File: config.mk
export PLATFORM = sky130hd
export DESIGN_NAME = usb2_tx_packetizer
export DESIGN_NICKNAME = d
export VERILOG_FILES = /design/src/rtl/usb2_pkg.sv /design/src/rtl/usb2_crc16.sv /design/src/rtl/usb2_tx_packetizer.sv
export SDC_FILE = /design/constraint.sdc
export NUM_CORES = 1
export LEC_CHECK = 0
export ABC_AREA = 1
export CAP_MARGIN = 20
export CORE_UTILIZATION = 23
export CTS_CLUSTER_DIAMETER = 60
export DETAILED_ROUTE_END_ITERATION = 16
export DONT_BUFFER_PORTS = 1
export GPL_ROUTABILITY_DRIVEN = 0
export PLACE_DENSITY = 0.37
export SETUP_SLACK_MARGIN = 0.15
export SYNTH_ARGS = -nofsm -noshare
export SYNTH_HDL_FRONTEND = slang
export SYNTH_HIERARCHICAL = 1
export SYNTH_SLANG_ARGS = --single-unit
File: constraint.sdc
create_clock -name i_clk -period 2.8 [get_ports i_clk]
set_input_delay 0.84 -clock i_clk [delete_from_list [all_inputs] [get_ports i_clk]]
set_output_delay 0.84 -clock i_clk [all_outputs]
set_load 0.05 [all_outputs]
File: src/rtl/usb2_pkg.sv
// Shared USB 2.0 definitions: PID codes, SYNC pattern, CRC16 constants,
// packetizer FSM states and the byte-wide CRC16 step function.
package usb2_pkg;

  typedef enum logic [3:0] {
    PID_OUT   = 4'h1,
    PID_IN    = 4'h9,
    PID_SOF   = 4'h5,
    PID_SETUP = 4'hD,
    PID_DATA0 = 4'h3,
    PID_DATA1 = 4'hB,
    PID_ACK   = 4'h2,
    PID_NAK   = 4'hA,
    PID_STALL = 4'hE
  } pid_e;

  localparam logic [7:0]  SYNC_PATTERN   = 8'h80;
  localparam logic [15:0] CRC16_POLY     = 16'hA001;
  localparam logic [15:0] CRC16_INIT     = 16'hFFFF;
  localparam logic [15:0] CRC16_RESIDUAL = 16'h800D;

  typedef enum logic [2:0] {
    ST_IDLE,
    ST_SYNC,
    ST_PID,
    ST_DATA,
    ST_CRC_LO,
    ST_CRC_HI
  } tx_state_e;

  // Reflected CRC16, data consumed LSB first.
  function automatic logic [15:0] crc16_byte(input logic [15:0] crc, input logic [7:0] data);
    logic [15:0] c;
    c = crc;
    for (int unsigned i = 0; i < 8; i++) begin
      if (c[0] ^ data[i]) c = (c >> 1) ^ CRC16_POLY;
      else                c = c >> 1;
    end
    return c;
  endfunction

endpackage

File: src/rtl/usb2_crc16.sv
// Byte-wide USB CRC16 register; init has priority over enable.
module usb2_crc16
  import usb2_pkg::*;
(
  input  logic        clk,
  input  logic        rst,
  input  logic        init,
  input  logic        en,
  input  logic [7:0]  data,
  output logic [15:0] crc
);

  logic [15:0] crc_nxt;

  always_comb begin
    crc_nxt = crc;
    if (init)    crc_nxt = CRC16_INIT;
    else if (en) crc_nxt = crc16_byte(crc, data);
  end

  always_ff @(posedge clk or posedge rst) begin
    if (rst) crc <= CRC16_INIT;
    else     crc <= crc_nxt;
  end

endmodule

File: src/rtl/usb2_tx_packetizer.sv
// USB 2.0 TX packetizer: emits SYNC, PID, payload and CRC16 bytes through a
// single holding register under a valid/ready handshake.
module usb2_tx_packetizer
  import usb2_pkg::*;
#(
  parameter int unsigned MAX_PAYLOAD = 64,
  parameter logic [7:0]  SYNC_BYTE   = SYNC_PATTERN
) (
  input  logic       i_clk,
  input  logic       i_rst,
  input  logic       i_pkt_req,
  input  logic [3:0] i_pid,
  input  logic       i_has_data,
  output logic       o_req_ready,
  input  logic [7:0] i_pl_data,
  input  logic       i_pl_valid,
  input  logic       i_pl_last,
  output logic       o_pl_ready,
  input  logic       i_zlp,
  output logic [7:0] o_data,
  output logic       o_valid,
  output logic       o_packet_start,
  output logic       o_packet_end,
  input  logic       i_ready,
  output logic       o_busy,
  output logic       o_len_err
);

  localparam logic [10:0] MAX_CNT = 11'(MAX_PAYLOAD);

  tx_state_e   state, state_nxt;
  logic [3:0]  pid_q, pid_nxt;
  logic        has_data_q, has_data_nxt;
  logic        zlp_q, zlp_nxt;
  logic [10:0] cnt_q, cnt_nxt;
  logic [7:0]  data_nxt;
  logic        valid_nxt, start_nxt, end_nxt, len_err_nxt;
  logic        crc_init, crc_en;
  logic [15:0] crc;
  logic        accepted, can_load, pl_take;

  assign accepted    = o_valid && i_ready;
  assign can_load    = !o_valid || i_ready;
  assign o_req_ready = (state == ST_IDLE);
  assign o_busy      = (state != ST_IDLE);
  assign o_pl_ready  = (state == ST_DATA) && can_load;
  assign pl_take     = o_pl_ready && i_pl_valid;

  usb2_crc16 u_crc (
    .clk  (i_clk),
    .rst  (i_rst),
    .init (crc_init),
    .en   (crc_en),
    .data (i_pl_data),
    .crc  (crc)
  );

  always_comb begin
    state_nxt    = state;
    pid_nxt      = pid_q;
    has_data_nxt = has_data_q;
    zlp_nxt      = zlp_q;
    cnt_nxt      = cnt_q;
    data_nxt     = o_data;
    valid_nxt    = o_valid;
    start_nxt    = o_packet_start;
    end_nxt      = o_packet_end;
    len_err_nxt  = 1'b0;
    crc_init     = 1'b0;
    crc_en       = 1'b0;

    unique case (state)
      ST_IDLE: begin
        if (i_pkt_req) begin
          pid_nxt      = i_pid;
          has_data_nxt = i_has_data;
          zlp_nxt      = i_zlp;
          cnt_nxt      = '0;
          crc_init     = 1'b1;
          data_nxt     = SYNC_BYTE;
          valid_nxt    = 1'b1;
          start_nxt    = 1'b1;
          end_nxt      = 1'b0;
          state_nxt    = ST_SYNC;
        end
      end
      ST_SYNC: begin
        if (accepted) begin
          data_nxt  = {~pid_q, pid_q};
          start_nxt = 1'b0;
          end_nxt   = !has_data_q;
          state_nxt = ST_PID;
        end
      end
      ST_PID: begin
        if (accepted) begin
          valid_nxt = 1'b0;
          end_nxt   = 1'b0;
          if (!has_data_q) state_nxt = ST_IDLE;
          else if (zlp_q)  state_nxt = ST_CRC_LO;
          else             state_nxt = ST_DATA;
        end
      end
      ST_DATA: begin
        if (pl_take) begin
          data_nxt  = i_pl_data;
          valid_nxt = 1'b1;
          crc_en    = 1'b1;
          cnt_nxt   = cnt_q + 11'd1;
          if (i_pl_last) begin
            state_nxt = ST_CRC_LO;
          end else if (cnt_q + 11'd1 == MAX_CNT) begin
            state_nxt   = ST_CRC_LO;
            len_err_nxt = 1'b1;
          end
        end else if (accepted) begin
          valid_nxt = 1'b0;
        end
      end
      // The register may still hold the last payload byte here; CRC_LO waits
      // for room, and CRC_HI uses o_packet_end to tell "lo in flight" from
      // "hi in flight".
      ST_CRC_LO: begin
        if (can_load) begin
          data_nxt  = ~crc[7:0];
          valid_nxt = 1'b1;
          end_nxt   = 1'b0;
          state_nxt = ST_CRC_HI;
        end
      end
      ST_CRC_HI: begin
        if (accepted) begin
          if (o_packet_end) begin
            valid_nxt = 1'b0;
            end_nxt   = 1'b0;
            state_nxt = ST_IDLE;
          end else begin
            data_nxt = ~crc[15:8];
            end_nxt  = 1'b1;
          end
        end
      end
      default: state_nxt = ST_IDLE;
    endcase
  end

  always_ff @(posedge i_clk or posedge i_rst) begin
    if (i_rst) begin
      state          <= ST_IDLE;
      pid_q          <= '0;
      has_data_q     <= 1'b0;
      zlp_q          <= 1'b0;
      cnt_q          <= '0;
      o_data         <= '0;
      o_valid        <= 1'b0;
      o_packet_start <= 1'b0;
      o_packet_end   <= 1'b0;
      o_len_err      <= 1'b0;
    end else begin
      state          <= state_nxt;
      pid_q          <= pid_nxt;
      has_data_q     <= has_data_nxt;
      zlp_q          <= zlp_nxt;
      cnt_q          <= cnt_nxt;
      o_data         <= data_nxt;
      o_valid        <= valid_nxt;
      o_packet_start <= start_nxt;
      o_packet_end   <= end_nxt;
      o_len_err      <= len_err_nxt;
    end
  end

endmodule

==> qor.txt <==
Outcome -> finished, final reports clean
Iteration-0 DRC Markers -> 173
Total number of vias -> 2584
Global-route wire length before repair -> 13.6 mm
Power density over cell area -> 1170 nW/µm²
Distinct cell type count of the synthesized netlist -> 43
Type of the worst setup path -> reg2out
Flop-to-flop setup slack -> 670 ps
Share of synthesized area occupied by flip-flops and latches -> 40.8%
DP HPWL -> 6.20 mm
Total of hold buffers inserted after clock tree synthesis -> 0
Number of pins with negative max-slew slack in the final report -> 0
Final Power -> 0.00397 W
Fraction of final layout cells sized beyond drive strength 1 -> 16.4%
Number of top-level design ports -> 35
First drt pass iteration count -> 4
Overall fraction of global-route tracks in use -> 13.2%
Post-CTS clock slew at the launch and capture registers of the worst setup and hold paths -> 70 ps
Die Y -> 116 µm
Sort of element at the end of the critical path -> output port
Yosys warning count -> 6
Mapped Avg Cell Area -> 7.53 µm²
Final-layout fill cell count -> 1410
H-Tree Level Count -> 2
Async set-reset flop share out of synthesis -> 100%
Max-cap viol count -> 0
Static leakage -> 1.55 nW
Post-cts gate resize count -> 0
Post-synthesis instance area -> 2990 µm²
Fin. Hold Viols -> 0
Count of clock tree sinks -> 48
Layout overhead on the synthesized area -> 13.6%
Type of the worst min-delay path -> reg2reg
Worst path arrival time -> 1460 ps
Most used DFF post-synth -> sky130_fd_sc_hd__dfrtp_1
Routed wire length -> 8.05 mm
Worst-skew pair later-pin latency -> 290 ps
Floorplan row count -> 41
DRC viols -> 0
TritonCTS Buffers -> 5
Vias in the first global route -> 2571
Crit path required time -> 1960 ps
Routed Antenna Nets -> 0
Synthesized flop and latch total -> 48
Largest fanout on the critical path -> 6
Initial antenna violation count -> 0
Final Cycle Share -> 82.3%
Max IR drop VDD -> 263 µV
Cell count after synthesis -> 397
Min Tclk post-route -> 2300 ps
Final Worst Setup Slack -> 496 ps
Largest clock skew in the final design -> 5.15 ps
Global route total overflow -> 0
Top-area cell type share of the netlist area -> 26.8%
# setup viols final -> 0
Largest area contributor in the netlist -> sky130_fd_sc_hd__dfrtp_1
Buffer cell driving the clock tree root -> sky130_fd_sc_hd__clkbuf_16
Area contributors post-synth -> sky130_fd_sc_hd__dfrtp_1 27%, sky130_fd_sc_hd__dfstp_2 14%, sky130_fd_sc_hd__nand2_1 13%
Achievable clock frequency -> 0.434 GHz
Horiz. Die Dim -> 116 µm
Total core area -> 12700 µm²
RSZ-0062 raised after global routing -> false
Postcts setup bufs -> 0
Worst-case headroom to the max-slew limit -> 54.3%
Transition time of the tightest slew-check pin -> 684 ps
Floorplan die area -> 13500 µm²
CTS tree -> yes
Port bufs -> 0
Via-to-Cell Ratio -> 4.46
Placement Setup Slack -> 488 ps
Sum of negative setup slack -> 0 ps
Worst-case clock buffer depth -> 2
Number of enable-type register cells in the synthesized netlist -> 0
Mapped Nets -> 418
Starting density of the core -> 23.6%
Ant diodes -> 0
Nets -> 428
Maximum number of pins on one net before global-route repair -> 33
Routed length per instance -> 13.9 µm
Final core utilization -> 26.8%
Nature of the critical path startpoint -> flop
[state kept, by name, summed over array words and instances (netlist names)]
signal          count
o_packet_start      1
o_len_err           1
o_data              8
zlp_q               1
o_packet_end        1
u_crc/crc          16
has_data_q          1
o_valid             1
pid_q               4
state               3
cnt_q              11
[per-layer routing]
| layer | track usage [%] | up-vias | part of all wire (%) | wire, µm |
|---|---|---|---|---|
| li1 | - | 1307 | - | - |
| met1 | 17.4 | 1231 | 49 | 3980 |
| met2 | 22.1 | 40 | 46 | 3730 |
| met3 | 1.88 | 6 | 2.9 | 235 |
| met4 | 4.10 | 0 | 1.3 | 103 |
| met5 | 0 | - | 0 | 0 |
[through the flow]
stage	area [µm²]	cells	hold slack, ps
floorplan	2990	397	459
global placement	3230	572	470
detailed placement	3230	572	478
CTS	3400	580	488
global route	3400	580	518
finish	3400	580	490
[layout by cell type (no fill, tap or decap), drive strengths merged, types with 3 or more instances in the layout]
cell type | Yosys | layout
nand2 | 117 | 117
inv | 59 | 59
buf | 5 | 9
nand3 | 35 | 35
clkbuf | 1 | 6
a31oi | 3 | 3
xor2 | 5 | 5
o21ai | 42 | 42
clkinv | 2 | 3
dfrtp | 32 | 32
xnor2 | 4 | 4
dfstp | 16 | 16
o22ai | 11 | 11
a21oi | 16 | 16
nor3 | 3 | 3
nand4 | 4 | 4
nor2 | 33 | 33
[worst max-delay path: stages (launching register included)]
cell,delay (ps)
sky130_fd_sc_hd__dfrtp_1,480
sky130_fd_sc_hd__inv_2,110
sky130_fd_sc_hd__nand2_1,110
sky130_fd_sc_hd__nor2_2,180
sky130_fd_sc_hd__inv_1,100
sky130_fd_sc_hd__buf_4,200
[kinds of logic after synthesis]
group | synth area share [%]
AOI/OAI and AO/OA | 15.0
xor gates and xnor gates | 3.51
adders and majority gates | 0.418
buffers and inverters | 9.29
DFF | 40.8
and+or+nand+nor | 30.9
[cells in the mapped netlist, drive strengths merged, types with 2 or more instances]
| library cell | count |
|---|---|
| nor2 | 33 |
| dfrtp | 32 |
| nand3 | 35 |
| nand4 | 4 |
| buf | 5 |
| a31oi | 3 |
| clkinv | 2 |
| nand2 | 117 |
| dfstp | 16 |
| xor2 | 5 |
| a21oi | 16 |
| nor3 | 3 |
| xnor2 | 4 |
| o22ai | 11 |
| o21ai | 42 |
| inv | 59 |
[power breakdown]
group | switching [W] | internal [W]
clock network | 0.000264 | 0.000421
logic | 0.00126 | 0.000632
registers | 0.000385 | 0.00101
[final cells by class]
cell class                      count  area [µm²]  share of cell area (%)
Tap cell                          172         215                    6.34
Inverter                           61         231                    6.82
Multi-Input combinational cell    282        1500                    44.1
Clock buffer                        6         129                    3.80
Timing Repair Buffer                9        67.6                    1.99
Clock inverter                      2        35.0                    1.03
Sequential cell                    48        1220                    36.0
[final timing paths]
path | from | to | cells after the start
setup / recovery | state[1] | o_busy | 5
hold / removal | u_crc/crc[4] | u_crc/crc[4] | 2
setup reg to reg | state[1] | o_data[6] | 8
hold reg to reg | u_crc/crc[4] | u_crc/crc[4] | 2
max in group asynchronous | i_rst | u_crc/crc[9] | 1
min in group asynchronous | i_rst | cnt_q[10] | 2
No activity file was read; power rests on OpenSTA's default activity.
